<file path="src/rtl/cell_draw_arbiter.sv">
// Round-robin arbiter that paints one board cell per grant through the shared pixel-plot path.
// Optional CELL_ARB_GRID_EN: first row/column of every cell is drawn with select=2'b11 (grid line).
module cell_draw_arbiter #(
    parameter int NUM_REQ   = 3,
    parameter int CELL_SIZE = 12,
    parameter int ORIGIN_X  = 32,
    parameter int ORIGIN_Y  = 12,
    parameter int BOARD_DIM = 8
) (
    input  logic                   clock,
    input  logic                   reset,
    input  logic [NUM_REQ-1:0]     req,
    input  logic [3*NUM_REQ-1:0]   req_x,
    input  logic [3*NUM_REQ-1:0]   req_y,
    input  logic [2*NUM_REQ-1:0]   req_sel,
    output logic [NUM_REQ-1:0]     gnt,
    output logic [NUM_REQ-1:0]     done,
    output logic                   busy,
    output logic [7:0]             x_plot,
    output logic [6:0]             y_plot,
    output logic [1:0]             select,
    output logic                   plot
);

    localparam int IW = (NUM_REQ > 1) ? $clog2(NUM_REQ) : 1;
    localparam int CW = (CELL_SIZE > 1) ? $clog2(CELL_SIZE) : 1;
    localparam logic [CW-1:0] LAST = CW'(CELL_SIZE - 1);

    typedef enum logic [1:0] {IDLE, DRAW, DONE} state_t;

    state_t               state_q;
    logic [IW-1:0]        lastWin_q;
    logic [CW-1:0]        col_q, row_q;
    logic [2:0]           cx_q, cy_q;
    logic [1:0]           sel_q;
    logic [NUM_REQ-1:0]   gnt_q, done_q;
    logic                 busy_q, plot_q;
    logic [7:0]           x_q;
    logic [6:0]           y_q;
    logic [1:0]           select_q;

    logic                 winValid, winInBoard;
    logic [IW-1:0]        winIdx;
    logic [2:0]           winX, winY, srcX, srcY;
    logic [1:0]           winSel, srcSel, pixSel;
    logic [CW-1:0]        pixCol, pixRow;
    logic [7:0]           pixX;
    logic [6:0]           pixY;
    logic [NUM_REQ-1:0]   reqRot;
    int                   cand;

    // Winner search and the coordinates of the pixel to be shown next cycle
    always_comb begin
        winValid = 1'b0;
        winIdx   = '0;
        reqRot   = '0;
        cand     = 0;
        for (int i = 0; i < NUM_REQ; i++) begin
            cand   = (int'(lastWin_q) + 1 + i) % NUM_REQ;
            reqRot = req >> cand;
            if (!winValid && reqRot[0]) begin
                winValid = 1'b1;
                winIdx   = IW'(cand);
            end
        end
        winX       = 3'(req_x >> (3 * int'(winIdx)));
        winY       = 3'(req_y >> (3 * int'(winIdx)));
        winSel     = 2'(req_sel >> (2 * int'(winIdx)));
        winInBoard = (int'(winX) < BOARD_DIM) && (int'(winY) < BOARD_DIM);

        if (state_q == IDLE) begin
            srcX   = winX;
            srcY   = winY;
            srcSel = winSel;
            pixCol = '0;
            pixRow = '0;
        end else begin
            srcX   = cx_q;
            srcY   = cy_q;
            srcSel = sel_q;
            if (col_q == LAST) begin
                pixCol = '0;
                pixRow = row_q + 1'b1;
            end else begin
                pixCol = col_q + 1'b1;
                pixRow = row_q;
            end
        end

        pixX = 8'(ORIGIN_X + int'(srcX) * CELL_SIZE + int'(pixCol));
        pixY = 7'(ORIGIN_Y + int'(srcY) * CELL_SIZE + int'(pixRow));
`ifdef CELL_ARB_GRID_EN
        pixSel = ((pixCol == '0) || (pixRow == '0)) ? 2'b11 : srcSel;
`else
        pixSel = srcSel;
`endif
    end

    // Control FSM; every output is registered and updated here
    always_ff @(posedge clock or posedge reset) begin
        if (reset) begin
            state_q   <= IDLE;
            lastWin_q <= IW'(NUM_REQ - 1);
            col_q     <= '0;
            row_q     <= '0;
            cx_q      <= '0;
            cy_q      <= '0;
            sel_q     <= '0;
            gnt_q     <= '0;
            done_q    <= '0;
            busy_q    <= 1'b0;
            plot_q    <= 1'b0;
            x_q       <= '0;
            y_q       <= '0;
            select_q  <= '0;
        end else begin
            case (state_q)
                IDLE: begin
                    if (winValid) begin
                        lastWin_q <= winIdx;
                        cx_q      <= winX;
                        cy_q      <= winY;
                        sel_q     <= winSel;
                        gnt_q     <= NUM_REQ'(1) << winIdx;
                        busy_q    <= 1'b1;
                        col_q     <= '0;
                        row_q     <= '0;
                        if (winInBoard) begin
                            state_q  <= DRAW;
                            plot_q   <= 1'b1;
                            x_q      <= pixX;
                            y_q      <= pixY;
                            select_q <= pixSel;
                        end else begin
                            state_q <= DONE;
                        end
                    end
                end
                DRAW: begin
                    if (col_q == LAST && row_q == LAST) begin
                        plot_q  <= 1'b0;
                        done_q  <= gnt_q;
                        state_q <= DONE;
                    end else begin
                        col_q    <= pixCol;
                        row_q    <= pixRow;
                        x_q      <= pixX;
                        y_q      <= pixY;
                        select_q <= pixSel;
                    end
                end
                DONE: begin
                    // A skipped off-board cell arrives here without done raised yet
                    if (done_q == '0) begin
                        done_q <= gnt_q;
                    end else begin
                        done_q  <= '0;
                        gnt_q   <= '0;
                        busy_q  <= 1'b0;
                        col_q   <= '0;
                        row_q   <= '0;
                        state_q <= IDLE;
                    end
                end
                default: state_q <= IDLE;
            endcase
        end
    end

    assign gnt    = gnt_q;
    assign done   = done_q;
    assign busy   = busy_q;
    assign x_plot = x_q;
    assign y_plot = y_q;
    assign select = select_q;
    assign plot   = plot_q;

endmodule
</file>
<file path="config.mk">
export PLATFORM = sky130hd
export DESIGN_NAME = cell_draw_arbiter
export DESIGN_NICKNAME = d
export VERILOG_FILES = /design/src/rtl/cell_draw_arbiter.sv
export SDC_FILE = /design/constraint.sdc
export NUM_CORES = 1
export LEC_CHECK = 0
export CAP_MARGIN = 25
export CORE_MARGIN = 4
export CORE_UTILIZATION = 58
export DETAILED_ROUTE_END_ITERATION = 8
export PLACE_DENSITY_LB_ADDON = 0.15
export RECOVER_POWER = 25
export SLEW_MARGIN = 30
export SYNTH_ARGS = -nofsm -noshare
export SYNTH_HDL_FRONTEND = slang
export SYNTH_SLANG_ARGS = --single-unit
</file>
<file path="constraint.sdc">
create_clock -name clock -period 14.9 [get_ports clock]
set_input_delay 2.98 -clock clock [delete_from_list [all_inputs] [get_ports clock]]
set_output_delay 2.98 -clock clock [all_outputs]
set_load 0.01 [all_outputs]
</file>
==> flow_summary.yaml, run 1 <==
run_status:
  status: "complete, but fails checks"
  violations: "max-capacitance violations, max-slew violations"
critical_path:
  timing.rr.start: "lastWin_q[0]"
  path_common_cell: "mux2i_1"
  r2r_setup_slack_ns: 8.90
  crit_path_end_kind: "register"
  reg2reg_depth: 24
  path_cells: "clkdlybuf4s50_1, mux2i_1, o21ai_0, a41o_1, or2_1, mux2i_1, o21ai_0, mux2i_1, inv_1, ha_1, fa_1, nand2b_1, a21oi_1, a41o_1, nor4b_4, a211oi_1, a21o_1"
  cp.arrival_ns: 7.27
  cp.required_ns: 15.11
  path_class: "input pin to register"
  crit_path_max_fanout: 10
  critPathSlowestCell: "clkdlybuf4s50_1"
  r2r-end: "x_plot[7]"
  critPathMaxStageDelay_ns: 0.55
  cp-start-kind: "input pin"
synth:
  syn-mean-instance-area_um2: 9.178
  syn-cell-area_um2: 3148
  synthFlopType: "dfrtp_1"
  yosysTopAreaCellShare_pct: 34.98
  synth_edf_count: 0
  synth_seq_area_share_pct: 35.81
  synth_warnings: 0
  syn-num-nets: 403
  synth.most_common_cell: "dfrtp_1"
  yosys-top-cells-area: "dfrtp_1 35%, ha_1 11%, nand2_1 4.9%, inv_1 4.2%, mux2i_1 3.2%"
  ys_ff_latch: 45
  ys_types: 65
  yosys-top-cells-count: "44 x dfrtp_1, 41 x nand2_1, 35 x inv_1"
  synth_cells: 343
  synth_area_leader_cell: "dfrtp_1"
  async_reset_ff_share_pct: 100.0
route:
  dr.pass1.iters: 4
  drt_iter0_markers: 200
  vias: 2699
  wl_per_cell_um: 16.34
  antenna_left: 0
  drc_errors: 0
  routed_wirelength_mm: 7.584
  viasPerCell: 5.817
place:
  dp_cells: 456
  dp_hpwl_mm: 5.697
  post_dp_cell_area_um2: 3711
  io_buffers: 53
  gp_congestion: 0.8303
final_layout:
  utilization_pct: 73.88
  design_area_um2: 3821
  final_cells: 464
  fill_cells: 370
  final_nets: 453
  drive_above_1_share_pct: 5.838
  area_growth_pct: 21.38
  diodes: 0
clock_network:
  cts_buffers: 5
  htreeDepth: 2
  cts_root_buf: "clkbuf_8"
  clk_pin_slew_ns: 0.09
  cts_repair_resize_count: 0
  clk_path_buf_depth: 2
  cts_tree: "yes"
  clock_latency_ns: 0.32
  clock_sink_count: 45
  post_cts_buffers: 0
  cts_hold_buf: 0
pwr:
  ir_drop_mv: 0.1300
  leakage_uw: 0.001715
  p_per_area_nw_per_um2: 243.8
sta:
  finalMaxSlewViolations: 46
  finalSetupTns_ns: 0
  slew_headroom_pct: -59.71
  fin_skew_ns: 0.007575
  rsz0062_at_grt: "false"
  hold_violations: 0
  setup_viol: 0
  fmax_ghz: 0.1417
  finalCriticalPeriod_ns: 7.058
  worstMarginPinSlew_ns: 2.396
  fin_crit_sh_pct: 47.37
  whs_ns: 0.4720
min_path:
  min_delay_path_depth: 2
  hp-class: "register to register"
  hold_start: "y_plot[4]"
  min_to: "y_plot[4]"
die:
  std_cell_rows: 26
  core_area_um2: 5172
  initial_core_util_pct: 60.86
  die_h_um: 81.67
  die_area_um2: 6670
  io_pins: 54
  dieWidth_um: 81.67
global_route:
  grt_util_all_layers_pct: 24.53
  antenna_found_initial: 0
  use_met1_pct: 31.43
  grt_max_degree: 46
  grt_pass1_vias: 2751
  busiest_layer: "met2"
  grt_first_pass_wirelength_mm: 12.59
  grt_remaining_overflow: 0
  grtUsageMet2_pct: 41.53
  use_met3_pct: 5.702
run:
  max-cap-violations: 1
critical path: cells and delay by family:
family / cells / cell delay [ns]
AO/OA/AOI/OAI: 7 / 1.52
adder cells (fa/ha/maj): 2 / 0.66
buffers and inverters: 2 / 0.67
multiplexers: 3 / 0.55
AND/OR/NAND/NOR: 3 / 0.88
placed cells by master, fill, tap and decap left out, types with 4 or more instances in the layout:
master | netlist | final
clkdlybuf4s50_1 | 0 | 52
dfrtp_1 | 44 | 44
nand2_1 | 41 | 41
inv_1 | 35 | 34
ha_1 | 27 | 27
nor2_1 | 26 | 26
a21oi_1 | 17 | 17
mux2i_1 | 10 | 10
o21ai_0 | 9 | 9
a21o_1 | 8 | 8
nor3_1 | 7 | 7
o31ai_1 | 6 | 6
nand2b_1 | 5 | 5
xor2_1 | 5 | 5
clkbuf_8 | 0 | 5
nand3_1 | 4 | 4
o211ai_1 | 4 | 4
nand3b_1 | 4 | 4
a211oi_1 | 4 | 4
a22o_1 | 4 | 4
xnor2_1 | 4 | 4
fa_1 | 4 | 4
per-stage QoR:
step	setup WS, ns	power, uW
floorplan	8.587	669.2
finish	7.842	931.7
global route	7.495	1020
global placement	7.871	802.4
CTS	7.872	936.3
detailed placement	7.588	831.2
per-layer routing:
layer	share of wire (%)	up-vias
met4	1.3	0
met2	49	77
met1	44	1308
met5	0	-
li1	-	1303
met3	5.1	11
where the power goes:
part / total, uW / internal (uW) / switching, uW
Sequential: 215 / 179 / 35.8
Clock: 99.2 / 51.4 / 47.7
Combinational: 617 / 278 / 339
Total: 932 / 509 / 423
kinds of logic (layout without fill, tap and decap cells):
group | count (synthesis) | count (layout) | share of synthesized area [%]
flops | 45 | 45 | 35.81
compound gates | 86 | 86 | 19.52
simple gates | 110 | 110 | 17.65
mux | 13 | 13 | 4.372
buf+inv | 49 | 100 | 6.876
fa+ha+maj | 31 | 31 | 13.28
xor+xnor | 9 | 9 | 2.504
registers in the layout, summed over array words and instances, names as in the netlist, 3 cells and up:
name / flops
gnt: 3
cx_q: 3
col_q: 4
done: 3
cy_q: 3
x_plot: 8
y_plot: 7
row_q: 4
worst max path at each step:
stage / end / slack, ns / cells after the start / startpoint
finish: x_plot[7] / 7.84 / 17 / req[0]
global route: x_plot[7] / 7.49 / 17 / req[2]
CTS: x_plot[7] / 7.87 / 17 / req[0]
detailed placement: x_plot[7] / 7.59 / 17 / req[0]
global placement: x_plot[7] / 7.87 / 17 / req[2]
floorplan: x_plot[7] / 8.59 / 18 / req[1]
layout make-up:
| type | instances | area (um2) | area share (%) |
|---|---|---|---|
| clock buffer | 5 | 68.82 | 1.801 |
| clock inverter | 3 | 50.05 | 1.310 |
| inverter | 35 | 131.4 | 3.438 |
| multi-input combinational | 249 | 1799 | 47.09 |
| sequential | 45 | 1127 | 29.50 |
| tap | 70 | 87.58 | 2.292 |
| timing repair buffer | 57 | 556.8 | 14.57 |
Note: power is estimated with default switching activity, not from simulation.
==> run 2: changes to the inputs <==
--- a/config.mk
+++ b/config.mk
@@ -7,7 +7,7 @@
 export LEC_CHECK = 0
 export CAP_MARGIN = 25
 export CORE_MARGIN = 4
-export CORE_UTILIZATION = 58
+export CORE_UTILIZATION = 48
 export DETAILED_ROUTE_END_ITERATION = 8
 export PLACE_DENSITY_LB_ADDON = 0.15
 export RECOVER_POWER = 25
==> constraint.sdc (replaced) <==
create_clock -name clock -period 5.7 [get_ports clock]
set_input_delay 1.14 -clock clock [delete_from_list [all_inputs] [get_ports clock]]
set_output_delay 1.14 -clock clock [all_outputs]
set_load 0.01 [all_outputs]
==> flow_summary.yaml, run 2 (synthesized netlist as in run 1, its figures left out) <==
global_route:
  grt_pass1_vias: 2617
  busiest_layer: "met2"
  use_met3_pct: 3.594
  grtUsageMet2_pct: 32.52
  use_met1_pct: 26.36
  grt_max_degree: 46
  grt_first_pass_wirelength_mm: 12.05
  grt_remaining_overflow: 0
  grt_util_all_layers_pct: 19.48
  antenna_found_initial: 0
place:
  dp_hpwl_mm: 5.512
  dp_cells: 465
  gp_congestion: 0.7789
  place_worst_setup_slack_ns: 0.2113
  io_buffers: 53
critical_path:
  r2r_setup_slack_ns: 0.31
  critPathSlowestCell: "dfstp_2"
  timing.rr.start: "lastWin_q[1]"
  critPathTopFamily: "simple AND/OR/NAND/NOR gates"
  path_class: "register to register"
  cp_num_buf_inv: 3
  crit_path_end_kind: "register"
  path_cells: "inv_1, ha_1, inv_1, nand3_1, ha_1, nand3b_1, mux2_4, or3_4, a41o_1, or2_4, mux2i_1, o21ai_0, mux2i_1, inv_1, ha_1, fa_1, nand2b_1, a21oi_1, a41o_1, nor4b_4, a211oi_1, a21o_1"
  cp.arrival_ns: 5.59
  cp.required_ns: 5.90
  critPathMaxStageDelay_ns: 0.58
  reg2reg_depth: 22
  cp-start-kind: "register"
  r2r-end: "x_plot[7]"
  crit_path_max_fanout: 8
final_layout:
  area_growth_pct: 23.65
  final_common_cell: "clkdlybuf4s50_1"
  utilization_pct: 61.30
  final_cell_mix: "52 x clkdlybuf4s50_1, 43 x dfrtp_1, 41 x nand2_1, 34 x inv_1, 27 x ha_1"
  final_nets: 458
  seqCellArea_um2: 1129
  diodes: 0
  largest_register_ffs: 8
  multi_input_area_um2: 1826
  final_cells: 476
  fill_cells: 546
  drive_above_1_share_pct: 8.521
min_path:
  hp-class: "register to register"
  min_to: "y_plot[3]"
  min_delay_path_depth: 2
  hold_start: "y_plot[3]"
sta:
  hold_violations: 0
  finalMaxSlewViolations: 46
  worst_slack_ns: 0.3126
  finalCriticalPeriod_ns: 5.387
  slew_headroom_pct: -60.40
  worstMarginPinSlew_ns: 2.406
  fmax_ghz: 0.1856
  fin_crit_sh_pct: 94.52
  fin_skew_ns: 0.01039
  setup_viol: 0
route:
  wl_per_cell_um: 15.49
  antenna_left: 0
  drt_iter0_markers: 131
  vias: 2693
  dr.pass1.iters: 4
  drc_errors: 0
  viasPerCell: 5.658
  routed_wirelength_mm: 7.371
pwr:
  leakage_uw: 0.001740
  ir_drop_mv: 0.4481
  power_uw: 2474
  p_per_area_nw_per_um2: 635.6
run_status:
  status: "complete, but fails checks"
  violations: "max-capacitance violations, max-slew violations"
die:
  die_area_um2: 7918
  initial_core_util_pct: 49.58
  std_cell_rows: 29
  core_area_um2: 6350
  io_pins: 54
  dieWidth_um: 88.99
  die_h_um: 88.99
clock_network:
  cts_root_buf: "clkbuf_8"
  clk_pin_slew_ns: 0.09
  clock_sink_count: 45
  clock_latency_ns: 0.30
  htreeDepth: 2
  cts_tree: "yes"
  clk_path_buf_depth: 2
  cts_buffers: 5
run:
  max-cap-violations: 1
[run 2: cell count changes in the layout (fill, tap and decap cells not counted), sizes merged]
| cell | change |
|---|---|
| buf | +5 |
| clkbuf | +2 |
| clkinv | -1 |
| inv | -1 |
[run 2: per-layer routing]
| metal | routed length (um) | share of wire (%) | vias to the layer above |
|---|---|---|---|
| met4 | 89 | 1.2 | 0 |
| met2 | 3412 | 46 | 90 |
| met3 | 469 | 6.4 | 10 |
| li1 | - | - | 1310 |
| met1 | 3401 | 46 | 1283 |
| met5 | 0 | 0 | - |
[run 2: layout make-up]
| type | instances | area share (%) |
|---|---|---|
| tap | 77 | 2.475 |
| timing repair buffer | 62 | 15.27 |
| inverter | 35 | 3.375 |
| clock buffer | 7 | 2.218 |
| clock inverter | 1 | 0.7715 |
| multi-input combinational | 249 | 46.90 |
| sequential | 45 | 28.99 |
[run 2: worst reg2reg max path, delay by kind of cell (launching register included)]
| family | cells | cell delay [ns] |
|---|---|---|
| and+or+nand+nor | 6 | 1.39 |
| adders and majority gates | 4 | 1.30 |
| AOI/OAI and AO/OA | 6 | 0.99 |
| muxes | 3 | 0.68 |
| DFF | 1 | 0.58 |
| buffers and inverters | 3 | 0.36 |
[run 2: how the worst max path moves through the flow]
stage	from	end	cells after the start
finish	lastWin_q[1]	x_plot[7]	22
global route	lastWin_q[1]	x_plot[7]	22
CTS	lastWin_q[0]	x_plot[7]	24
detailed placement	lastWin_q[1]	x_plot[7]	24
global placement	lastWin_q[1]	x_plot[7]	24
floorplan	lastWin_q[1]	x_plot[7]	25
[run 2: metrics by stage]
stage               hold WS [ns]  instance area (um2)    TNS (ns)
floorplan                 0.4800                 3148           0
global placement          0.4518                 3735           0
detailed placement        0.4549                 3735           0
CTS                       0.4750                 3851           0
global route              0.5068                 3892  -0.0003682
finish                    0.4714                 3892           0
[run 2: power breakdown]
part | leakage, uW | switching (uW) | internal, uW | total, uW
Sequential | 0.000543 | 91.8 | 470 | 561
Combinational | 0.00114 | 890 | 773 | 1660
Clock | 0.0000585 | 107 | 143 | 250
Total | 0.00174 | 1090 | 1390 | 2470
[run 2: repair_timing]
item,in CTS,in global routing
gates resized for setup,0,6
hold buffers,0,0
endpoints found under the setup margin,0,6
setup buffers,0,3
endpoints found under the hold margin,0,0
